## src/rtl/afifo_pkt_writer_if.sv

```systemverilog
// Packet-writer port bundle: request, payload stream, FIFO write side and status.
// Stream rule: a payload word moves on a wclk edge exactly when src_valid && src_ready.
interface afifo_pkt_writer_if #(
    parameter int DW = 4,
    parameter int LW = 4
);
    logic          start;
    logic [LW-1:0] len;
    logic          src_valid;
    logic [DW-1:0] src_data;
    logic          src_ready;
    logic          fifo_full;
    logic          fifo_wr_en;
    logic [DW-1:0] fifo_wdata;
    logic          busy;
    logic          done;

    modport master (
        output start, len, src_valid, src_data, fifo_full,
        input  src_ready, fifo_wr_en, fifo_wdata, busy, done
    );

    modport slave (
        input  start, len, src_valid, src_data, fifo_full,
        output src_ready, fifo_wr_en, fifo_wdata, busy, done
    );
endinterface

```

## src/rtl/afifo_pkt_writer.sv

```systemverilog
// Frames a payload stream into the async FIFO as header(len), payload words, XOR checksum.
// Every FIFO write is gated in the same cycle by the registered full flag.
module afifo_pkt_writer #(
    parameter int DW = 4,
    parameter int LW = 4
) (
    input  logic                wclk,
    input  logic                wrstn,
    afifo_pkt_writer_if.slave   bus,
    output logic [2:0]          dbg_state
);
    typedef enum logic [2:0] {
        IDLE = 3'd0,
        HDR  = 3'd1,
        PAY  = 3'd2,
        CSUM = 3'd3,
        DONE = 3'd4
    } state_t;

    state_t        state_q, state_d;
    logic [LW-1:0] len_q, len_d;
    logic [LW-1:0] cnt_q, cnt_d;
    logic [DW-1:0] csum_q, csum_d;
    logic [DW-1:0] hdr;
    logic [LW:0]   cnt_inc;

    always_ff @(posedge wclk or negedge wrstn) begin
        if (!wrstn) begin
            state_q <= IDLE;
            len_q   <= '0;
            cnt_q   <= '0;
            csum_q  <= '0;
        end else begin
            state_q <= state_d;
            len_q   <= len_d;
            cnt_q   <= cnt_d;
            csum_q  <= csum_d;
        end
    end

    always_comb begin
        state_d        = state_q;
        len_d          = len_q;
        cnt_d          = cnt_q;
        csum_d         = csum_q;
        bus.fifo_wr_en = 1'b0;
        bus.fifo_wdata = '0;
        bus.src_ready  = 1'b0;
        hdr            = '0;
        hdr[LW-1:0]    = len_q;
        // One bit wider so len = 2^LW-1 is reached without wrapping.
        cnt_inc        = {1'b0, cnt_q} + (LW+1)'(1);

        case (state_q)
            IDLE: begin
                if (bus.start) begin
                    len_d   = bus.len;
                    cnt_d   = '0;
                    csum_d  = '0;
                    state_d = HDR;
                end
            end
            HDR: begin
                bus.fifo_wr_en = ~bus.fifo_full;
                if (!bus.fifo_full) begin
                    bus.fifo_wdata = hdr;
                    csum_d         = csum_q ^ hdr;
                    state_d        = (len_q != '0) ? PAY : CSUM;
                end
            end
            PAY: begin
                bus.src_ready  = ~bus.fifo_full;
                bus.fifo_wr_en = bus.src_valid & ~bus.fifo_full;
                if (bus.src_valid && !bus.fifo_full) begin
                    bus.fifo_wdata = bus.src_data;
                    csum_d         = csum_q ^ bus.src_data;
                    cnt_d          = cnt_inc[LW-1:0];
                    if (cnt_inc == {1'b0, len_q}) state_d = CSUM;
                end
            end
            CSUM: begin
                bus.fifo_wr_en = ~bus.fifo_full;
                if (!bus.fifo_full) begin
                    bus.fifo_wdata = csum_q;
                    state_d        = DONE;
                end
            end
            DONE:    state_d = IDLE;
            default: state_d = IDLE;
        endcase
    end

    assign bus.busy  = (state_q != IDLE);
    assign bus.done  = (state_q == DONE);
    assign dbg_state = state_q;
endmodule

```

## src/flat_wrapper.sv

```systemverilog
// flat-port wrapper written by rule: the top's interface ports become plain ports
module afifo_pkt_writer_flat 
#(
    parameter int DW = 4,
    parameter int LW = 4
)
  (wclk, wrstn, dbg_state, bus_start, bus_len, bus_src_valid, bus_src_data, bus_fifo_full, bus_src_ready, bus_fifo_wr_en, bus_fifo_wdata, bus_busy, bus_done);
  afifo_pkt_writer_if #(.DW(DW), .LW(LW)) bus_i ();
  input  logic wclk;
  input  logic wrstn;
  output logic [2:0] dbg_state;
  input wire logic [$bits(bus_i.start)-1:0] bus_start;
  input wire logic [$bits(bus_i.len)-1:0] bus_len;
  input wire logic [$bits(bus_i.src_valid)-1:0] bus_src_valid;
  input wire logic [$bits(bus_i.src_data)-1:0] bus_src_data;
  input wire logic [$bits(bus_i.fifo_full)-1:0] bus_fifo_full;
  output wire logic [$bits(bus_i.src_ready)-1:0] bus_src_ready;
  output wire logic [$bits(bus_i.fifo_wr_en)-1:0] bus_fifo_wr_en;
  output wire logic [$bits(bus_i.fifo_wdata)-1:0] bus_fifo_wdata;
  output wire logic [$bits(bus_i.busy)-1:0] bus_busy;
  output wire logic [$bits(bus_i.done)-1:0] bus_done;
  assign bus_i.start = bus_start;
  assign bus_i.len = bus_len;
  assign bus_i.src_valid = bus_src_valid;
  assign bus_i.src_data = bus_src_data;
  assign bus_i.fifo_full = bus_fifo_full;
  assign bus_src_ready = bus_i.src_ready;
  assign bus_fifo_wr_en = bus_i.fifo_wr_en;
  assign bus_fifo_wdata = bus_i.fifo_wdata;
  assign bus_busy = bus_i.busy;
  assign bus_done = bus_i.done;
  afifo_pkt_writer #(.DW(DW), .LW(LW)) u_core (.wclk(wclk), .wrstn(wrstn), .bus(bus_i), .dbg_state(dbg_state));
endmodule
```

## config.mk

```make
export PLATFORM = sky130hd
export DESIGN_NAME = afifo_pkt_writer_flat
export DESIGN_NICKNAME = d
export VERILOG_FILES = /design/src/rtl/afifo_pkt_writer_if.sv /design/src/rtl/afifo_pkt_writer.sv /design/src/flat_wrapper.sv
export SDC_FILE = /design/constraint.sdc
export NUM_CORES = 1
export LEC_CHECK = 0
export ABC_AREA = 1
export ABC_CLOCK_PERIOD_IN_PS = 4250
export BUFFER_PORTS_ARGS = -buffer_cell sky130_fd_sc_hd__buf_4
export CAP_MARGIN = 20
export CORE_ASPECT_RATIO = 0.9
export CORE_MARGIN = 1.5
export CORE_UTILIZATION = 30
export CTS_CLUSTER_SIZE = 14
export DETAILED_ROUTE_END_ITERATION = 7
export PLACE_DENSITY_LB_ADDON = 0.2
export SYNTH_ARGS = -nofsm -noshare
export SYNTH_HDL_FRONTEND = slang
export SYNTH_SLANG_ARGS = --single-unit
export TNS_END_PERCENT = 10
```

## constraint.sdc

```tcl
create_clock -name wclk -period 4.25 [get_ports wclk]
set_input_delay 0.85 -clock wclk [delete_from_list [all_inputs] [get_ports wclk]]
set_output_delay 0.85 -clock wclk [all_outputs]
set_load 0.005 [all_outputs]
```

==> impl_metrics.py, run 1 <==
metrics = {
    "routing": {
        "first_iter_violations": 25,
        "wl_um": 2380,
        "ant_nets": 0,
        "routedWlPerCell_um": 11.5,
        "drtPass1Iterations": 4,
        "vias_per_cell": 4.75,
        "via_count": 979,
        "drc": 0,
    },
    "pwr": {
        "p_int_uw": 401,
        "swShare": 0.469,
        "pwr-share-comb": 0.565,
        "seq_power_share": 0.321,
        "power.leakage_uw": 0.000623,
        "p_per_area_nw_per_um2": 620,
        "vdd_drop_max_mv": 0.251,
        "pwr-share-clk": 0.114,
        "switchingPower_uw": 354,
    },
    "worst_setup_path": {
        "crit_type": "in2out",
        "startpoint_type": "primary input",
        "crit_path_max_fanout": 6,
        "worstPathArrival_ns": 1.82,
        "cp-end-kind": "primary output",
        "required_ns": 3.40,
    },
    "global_routing": {
        "grt_overflow_total": 0,
        "track_usage": 0.156,
        "grt_first_pass_wirelength_um": 4410,
        "busiest_layer": "met2",
        "use_met1": 0.208,
        "antenna_found_initial": 0,
        "grt_pass1_vias": 989,
        "grt_util_met2": 0.252,
        "grt_max_degree": 16,
        "use_met3": 0.0401,
    },
    "cts": {
        "cts_tree": "built",
        "clock_latency_ns": 0.29,
        "cts_made_buffers": 3,
        "cts.sinks": 15,
        "cts_setup_buffers": 0,
        "root_buffer": "clkbuf_4",
        "clkSlewWorstSetupHoldPaths_ns": 0.10,
        "htree_num_levels": 1,
        "ctsLongestPathBuffers": 2,
        "cts_hold_buffers": 0,
        "ctsResizeCount": 0,
    },
    "layout": {
        "syn_to_final_growth_pct": 26.2,
        "diodes": 0,
        "nFillCells": 329,
        "drive_above_1_share": 0.244,
        "stdcell_area_um2": 1220,
        "finish.net_count": 179,
    },
    "floorplan": {
        "io_pins": 24,
        "die_w_um": 62.8,
        "die_y_um": 56.8,
        "core_area_um2": 3070,
        "die_area_um2": 3570,
        "rows": 19,
        "start_util": 0.315,
    },
    "synthesis": {
        "ys_types": 22,
        "synth-seq-area-share": 0.389,
        "synth_area_leaders": "dfrtp_1, nand2_1, inv_1, nand3_1, o21ai_0",
        "syn_area_um2": 965,
        "synth_cells": 137,
        "syn_nets": 151,
        "yosysWarnings": 0,
        "synth_seq_cells": 15,
        "netlist.top_cell.by_area": "dfrtp_1",
        "synth_top_area_share": 0.389,
        "synth.avg_cell_area_um2": 7.04,
    },
    "flow_run": {
        "cap_violations": 0,
    },
    "timing": {
        "maxSlewViolCount": 0,
        "maxSlewHeadroom": 0.782,
        "finalHoldViolations": 0,
        "fmax_mhz": 375,
        "fin_tns_setup_ns": 0,
        "setup_viol": 0,
        "fin_crit_sh": 0.627,
        "rsz0062_at_grt": "false",
        "min_period_ns": 2.67,
        "fin_ws_ns": 1.58,
        "worstMarginPinSlew_ns": 0.323,
        "skew_ns": 0.00732,
    },
    "place": {
        "gp_congestion": 0.880,
        "hpwlAfterDp_um": 1900,
        "post-place-ws_ns": 1.58,
        "port-buffer-count": 23,
        "placed_area_um2": 1190,
    },
    "min_path": {
        "hp-class": "in2async",
    },
    "outcome": {
        "status": "finished, final reports clean",
    },
}
==> power groups by stage <==
| stage | registers (µW) | logic (µW) | clock network (µW) |
|---|---|---|---|
| 2_1_floorplan | 235 | 294 | 0 |
| 3_3_place_gp | 243 | 423 | 0 |
| 3_5_place_dp | 245 | 426 | 0 |
| 4_1_cts | 242 | 428 | 90.0 |
| 5_1_grt | 251 | 491 | 96.0 |
| 6_report | 242 | 426 | 86.4 |
==> layer usage <==
metal  vias to the layer above  wire length (µm)  share of wire
met5                         -                 0              0
met3                         2               136          0.057
met1                       447              1170           0.49
li1                        503                 -              -
met4                         0                 9         0.0038
met2                        27              1060           0.44
==> critical path, stage by stage <==
cell and delay, ns:
buf_4 0.13, nor2_1 0.17, inv_1 0.11, nor2_2 0.22
nand2_1 0.09, o211ai_1 0.10, buf_4 0.14
==> flip-flops by register name, indices dropped and copies added, names as in the netlist <==
| signal | flops |
|---|---|
| u_core.cnt_q | 4 |
| u_core.csum_q | 4 |
| u_core.hdr | 4 |
| u_core.dbg_state | 3 |
==> logic make-up after synthesis <==
| kind of cell | synth area share |
|---|---|
| DFF | 0.389 |
| adders and majority gates | 0.0130 |
| xor gates and xnor gates | 0.0454 |
| buffers and inverters | 0.0817 |
| AOI/OAI and AO/OA | 0.149 |
| and+or+nand+nor | 0.322 |
==> cells in the mapped netlist <==
cell,number
o21ai_1,5
nand2_1,38
ha_1,1
nor3_1,1
o21ai_2,1
nor2_2,4
nand2_2,4
a21oi_1,6
inv_1,19
a21oi_2,1
o211ai_1,2
o22ai_1,2
nand3_2,1
nand3_1,10
xor2_1,2
inv_2,2
xnor2_1,3
nand4_1,3
o221ai_1,1
nor2_1,9
o21ai_0,7
dfrtp_1,15
==> placed cells by master, fill, tap and decap left out <==
cell and count:
nand2_2 4, nand2_1 38, nand4_1 3, dfrtp_1 15
xor2_1 2, o21ai_1 5, o21ai_0 7, clkinv_2 1
o211ai_1 2, xnor2_1 3, nor3_1 1, nand3_1 10
o21ai_2 1, inv_1 19, ha_1 1, a21oi_1 6
a21oi_2 1, nor2_2 4, inv_2 2, o22ai_1 2
nand3_2 1, buf_4 23, clkbuf_4 3, nor2_1 9
o221ai_1 1
==> per-stage QoR <==
step / hold WS (ns) / cells / total power, µW / util
final: 0.390 / 206 / 755 / 0.397
after global routing: 0.395 / 206 / 838 / 0.397
after CTS: 0.391 / 206 / 761 / 0.397
after detailed placement: 0.521 / 202 / 671 / 0.388
after global placement: 0.525 / 202 / 667 / 0.388
after floorplan: 0.500 / 137 / 529 / -
==> final cells by class <==
type | instances | area [µm²] | share of cell area
inverter | 21 | 78.8 | 0.0647
tap | 42 | 52.6 | 0.0432
sequential | 15 | 375 | 0.308
clock inverter | 1 | 5.00 | 0.00411
clock buffer | 3 | 22.5 | 0.0185
multi-input combinational | 101 | 510 | 0.419
timing repair buffer | 23 | 173 | 0.142
==> path summary, 6_finish.rpt <==
check	from	endpoint	slack [ns]	cells after the start
setup / recovery	bus_fifo_full	bus_fifo_wdata[2]	1.58	7
hold / removal	wrstn	u_core.hdr[3]	0.39	1
setup reg to reg	u_core.cnt_q[0]	u_core.dbg_state[1]	2.71	9
hold reg to reg	u_core.csum_q[3]	u_core.csum_q[3]	0.55	2
max in group asynchronous	wrstn	u_core.dbg_state[2]	3.68	1
min in group wclk	u_core.csum_q[3]	u_core.csum_q[3]	0.55	2
No activity file was read; power rests on OpenSTA's default activity.
==> inputs of run 2 (changes only) <==
ABC_AREA = 0   (was 1)
ABC_CLOCK_PERIOD_IN_PS = 2300   (was 4250)
clock period = 2.3 ns   (was 4.25 ns; I/O delays follow)
==> impl_metrics.py, run 2 <==
metrics = {
    "synthesis": {
        "synth.avg_cell_area_um2": 10.3,
        "synth_edf_count": 0,
        "synth_xor_area_frac": 0.0792,
        "synth-compound-area-share": 0.111,
        "async_reset_ff_frac": 1.00,
        "synth_top_area_share": 0.377,
        "synth-simple-area-share": 0.218,
        "syn_nets": 111,
        "netlist.top_cell.by_area": "dfrtp_1",
        "synth_seq_cells": 15,
        "ys_types": 31,
        "synth_cells": 97,
        "synthAdderAreaFrac": 0.0126,
        "synth-seq-area-share": 0.377,
        "synthFlopType": "dfrtp_1",
        "syn_area_um2": 995,
        "synth.most_common_cell": "dfrtp_1",
        "synth_area_leaders": "dfrtp_1, mux2i_1, mux2_2, nand2_1, xnor2_1",
        "synth.mux.area_fraction": 0.161,
        "ys_top_cells_by_count": "dfrtp_1, nand2_1, mux2i_1",
        "yosysWarnings": 0,
        "synth_top_family_by_area": "simple AND/OR/NAND/NOR gates",
    },
    "timing": {
        "skew_ns": 0.000857,
        "worstMarginPinSlew_ns": 0.444,
        "maxSlewViolCount": 0,
        "rsz0062_at_grt": "false",
        "setup_viol": 0,
        "min_period_ns": 2.16,
        "maxSlewHeadroom": 0.704,
        "fmax_mhz": 463,
        "finalHoldViolations": 0,
        "fin_tns_setup_ns": 0,
        "fin_ws_ns": 0.142,
        "fin_crit_sh": 0.938,
        "hold_ws_ns": 0.0563,
    },
    "flow_run": {
        "cap_violations": 0,
    },
    "global_routing": {
        "track_usage": 0.128,
        "grt_first_pass_wirelength_um": 3600,
        "grt_overflow_total": 0,
        "antenna_found_initial": 0,
        "grt_max_degree": 16,
        "grt_pass1_vias": 734,
    },
    "cts": {
        "cts_setup_buffers": 0,
        "cts.sinks": 15,
        "clkSlewWorstSetupHoldPaths_ns": 0.06,
        "htree_num_levels": 1,
        "ctsLongestPathBuffers": 2,
        "root_buffer": "clkbuf_8",
        "cts_made_buffers": 3,
        "cts_tree": "built",
        "cts_hold_buffers": 0,
        "clock_latency_ns": 0.25,
        "ctsResizeCount": 0,
    },
    "pwr": {
        "p_per_area_nw_per_um2": 1170,
        "vdd_drop_max_mv": 0.502,
        "power.leakage_uw": 0.000571,
    },
    "floorplan": {
        "rows": 19,
        "die_area_um2": 3670,
        "core_area_um2": 3110,
        "die_w_um": 63.7,
        "die_y_um": 57.6,
        "start_util": 0.319,
        "io_pins": 24,
    },
    "min_path": {
        "hp-class": "in2async",
    },
    "layout": {
        "syn_to_final_growth_pct": 25.0,
        "layout_common_cells": "buf_4, dfrtp_1, nand2_1",
        "drive_above_1_share": 0.306,
        "stdcell_count": 163,
        "final_common_cell": "buf_4",
        "stdcell_area_um2": 1240,
        "diodes": 0,
        "finish.net_count": 136,
    },
    "worst_setup_path": {
        "crit_type": "reg2out",
        "slowest_stage": "dfrtp_1",
        "startpoint_type": "register",
        "required_ns": 1.84,
        "critPathBufInv": 1,
        "crit_chain": "nand3b_4 > or3_1 > nand2_1 > buf_4",
        "path_delay_family": "simple AND/OR/NAND/NOR gates",
        "cpPeakStageDelay_ns": 0.51,
        "crit_path_max_fanout": 12,
        "worstPathArrival_ns": 1.70,
        "cp-startpoint": "u_core.dbg_state[0]",
        "rr_startpoint": "u_core.dbg_state[2]",
        "cp-end-kind": "primary output",
    },
    "place": {
        "placed_area_um2": 1190,
        "hpwlAfterDp_um": 1640,
        "dp.cells": 159,
        "post-place-ws_ns": 0.321,
        "gp_congestion": 0.763,
        "port-buffer-count": 23,
    },
    "routing": {
        "drc": 0,
        "wl_um": 2160,
        "vias_per_cell": 4.89,
        "ant_nets": 0,
        "drtPass1Iterations": 4,
        "via_count": 797,
        "first_iter_violations": 29,
        "routedWlPerCell_um": 13.3,
    },
    "outcome": {
        "status": "finished, final reports clean",
    },
}
run 2: changes by cell type after synthesis, moves of 5 or more:
| cell | change |
|---|---|
| nand3_1 | -6 |
| inv_1 | -19 |
| nand2_1 | -26 |
| a21oi_1 | -6 |
| mux2i_1 | +10 |
| nor2_1 | -5 |
run 2: final timing paths:
kind / to / slack [ns] / cells past startpoint
worst min register to register: u_core.csum_q[3] / 0.48 / 1
worst min-delay path: u_core.hdr[2] / 0.06 / 1
worst max-delay path: bus_fifo_wr_en / 0.14 / 4
worst max register to register: u_core.cnt_q[2] / 0.36 / 4
max in group asynchronous: u_core.csum_q[0] / 2.07 / 1
min in group wclk: u_core.hdr[3] / 0.44 / 2
run 2: metrics by stage:
step | total power [µW] | util
2_1_floorplan | 1040 | -
3_3_place_gp | 1250 | 0.383
3_5_place_dp | 1260 | 0.383
4_1_cts | 1480 | 0.398
5_1_grt | 1590 | 0.399
6_report | 1460 | 0.399
run 2: kinds of logic after synthesis:
group | Yosys count
fa+ha+maj | 1
simple gates | 37
buf+inv | 5
flops | 15
compound gates | 15
xor+xnor | 9
mux | 15
run 2: final cells by class:
type	instances	area, µm²
multi-input combinational	77	583
clock buffer	4	45.0
fill	316	1870
sequential	15	375
tap	42	52.6
timing repair buffer	25	188
run 2: power by group:
| group | internal (µW) | switching [µW] | total, µW |
|---|---|---|---|
| logic | 423 | 299 | 722 |
| registers | 360 | 163 | 523 |
| clock network | 123 | 93.1 | 216 |
| total | 906 | 555 | 1460 |
run 2: routing by layer:
metal / part of all wire / up-vias / wire, µm / GRT usage
met5: 0 / - / 0 / 0
met1: 0.51 / 376 / 1110 / 0.180
met4: 0.0037 / 0 / 8 / 0.0280
met2: 0.43 / 22 / 923 / 0.191
li1: - / 397 / - / -
met3: 0.056 / 2 / 120 / 0.0447
==> inputs of run 3 (changes only) <==
ABC_AREA = 1   (was 0)
SETUP_SLACK_MARGIN = 0.5   (was default)
==> impl_metrics.py, run 3 (synthesis results as in run 1) <==
metrics = {
    "timing": {
        "worstMarginPinSlew_ns": 0.323,
        "fin_ws_ns": 0.380,
        "fin_tns_setup_ns": 0,
        "hold_ws_ns": 0.0107,
        "finalHoldViolations": 0,
        "rsz0062_at_grt": "true",
        "maxSlewViolCount": 0,
        "fin_crit_sh": 0.835,
        "fmax_mhz": 521,
        "setup_viol": 0,
        "skew_ns": 0.00154,
        "maxSlewHeadroom": 0.783,
        "min_period_ns": 1.92,
    },
    "layout": {
        "nFillCells": 317,
        "final_common_cell": "nand2_1",
        "finish.net_count": 187,
        "syn_to_final_growth_pct": 36.3,
        "stdcell_count": 214,
        "layout_common_cells": "nand2_1, buf_4, inv_1",
        "drive_above_1_share": 0.302,
        "diodes": 0,
    },
    "worst_setup_path": {
        "worstPathArrival_ns": 1.46,
        "critPathBufInv": 2,
        "cp-end-kind": "primary output",
        "startpoint_type": "register",
        "crit_chain": "inv_2 > nor2_4 > nand2_4 > nor2_4 > nand2_1 > o211ai_1 > buf_4",
        "path_delay_family": "flip-flops",
        "crit_path_max_fanout": 4,
        "cpMostUsedCell": "nor2_4",
        "crit_type": "reg2out",
        "required_ns": 1.84,
        "cpPeakStageDelay_ns": 0.43,
        "slowest_stage": "dfrtp_1",
    },
    "floorplan": {
        "die_w_um": 62.8,
        "io_pins": 24,
        "rows": 19,
        "core_area_um2": 3070,
        "die_y_um": 56.8,
        "die_area_um2": 3570,
        "start_util": 0.315,
    },
    "routing": {
        "vias_per_cell": 4.61,
        "met3_length_um": 162,
        "drtPass1Iterations": 4,
        "drc": 0,
        "ant_nets": 0,
        "routed.top_layer": "met4",
        "m1WireLength_um": 1260,
        "wl_um": 2570,
        "first_iter_violations": 43,
        "routedWlPerCell_um": 12.0,
        "wl_met2_um": 1130,
        "via_count": 986,
    },
    "cts": {
        "cts_made_buffers": 3,
        "clkSlewWorstSetupHoldPaths_ns": 0.09,
        "root_buffer": "clkbuf_4",
        "htree_num_levels": 1,
        "cts.sinks": 15,
        "clock_latency_ns": 0.29,
        "cts_tree": "built",
        "cts_hold_buffers": 0,
        "ctsLongestPathBuffers": 2,
    },
    "pwr": {
        "vdd_drop_max_mv": 0.438,
        "p_per_area_nw_per_um2": 1160,
        "power_uw": 1530,
        "power.leakage_uw": 0.000671,
    },
    "global_routing": {
        "antenna_found_initial": 0,
        "grt_pass1_vias": 919,
        "track_usage": 0.155,
        "grt_overflow_total": 0,
        "grt_max_degree": 16,
        "grt_first_pass_wirelength_um": 4310,
    },
    "place": {
        "port-buffer-count": 23,
        "gp_congestion": 0.882,
        "hpwlAfterDp_um": 1950,
        "dp.cells": 202,
        "post-place-ws_ns": 0.415,
    },
    "min_path": {
        "hp-class": "in2async",
    },
    "outcome": {
        "status": "finished, final reports clean",
    },
    "flow_run": {
        "cap_violations": 0,
    },
}
run 3: changes by cell type in the layout (fill, tap and decap cells not counted), sizes merged, moves of 6 or more:
cell   change
a21oi      +7
mux2i     -10
buf        +6
nand3      +7
o21ai      +7
inv       +21
nor2       +9
nand2     +30
run 3: worst register-to-register path, delay by kind of cell (launching register included):
family        cells  cell delay (ns)
flops             1             0.45
simple gates      7             0.50
fa+ha+maj         1             0.35
xor+xnor          1             0.14
run 3: stage by stage:
stage                     instance area [µm²]  utilization
after detailed placement                 1190        0.388
after global routing                     1320        0.429
final                                    1320        0.429
after global placement                   1190        0.388
after floorplan                           965            -
after CTS                                1290        0.421
run 3: routing by layer:
| metal | vias to the layer above | GRT usage |
|---|---|---|
| met5 | - | 0 |
| met4 | 0 | 0.0381 |
| met3 | 2 | 0.0361 |
| met2 | 31 | 0.241 |
| met1 | 439 | 0.218 |
| li1 | 514 | - |
run 3: power breakdown:
part	total, µW	switching (µW)	leakage [µW]	internal [µW]
clock network	156	88.8	0.0000150	67.4
registers	453	98.2	0.000188	355
logic	919	518	0.000469	401
run 3: worst paths after layout:
kind                                          start             endpoint  slack (ns)  cells after the start
max in group asynchronous                     wrstn  u_core.dbg_state[2]        2.10                      1
min in group wclk                     bus_fifo_full  u_core.dbg_state[0]        0.41                      3
worst max register to register      u_core.cnt_q[0]  u_core.dbg_state[1]        0.76                      9
worst max-delay path            u_core.dbg_state[0]    bus_fifo_wdata[1]        0.38                      7
worst min-delay path                          wrstn      u_core.cnt_q[2]        0.01                      1
worst min register to register     u_core.csum_q[3]     u_core.csum_q[3]        0.54                      2
run 3: repair_timing:
action | in CTS | in global routing
endpoints found under the setup margin | 6 | 8
resized for setup | 10 | 1
buffers inserted | 5 | 3
pin swaps | 4 | 5
gates cloned | 0 | 0
run 3: cell type report:
type / count / area, µm² / area share
Clock buffer: 4 / 26.3 / 0.0200
Inverter: 21 / 78.8 / 0.0599
Multi-Input combinational cell: 101 / 548 / 0.417
Sequential cell: 15 / 377 / 0.286
Tap cell: 42 / 52.6 / 0.0400
Timing Repair Buffer: 31 / 233 / 0.177
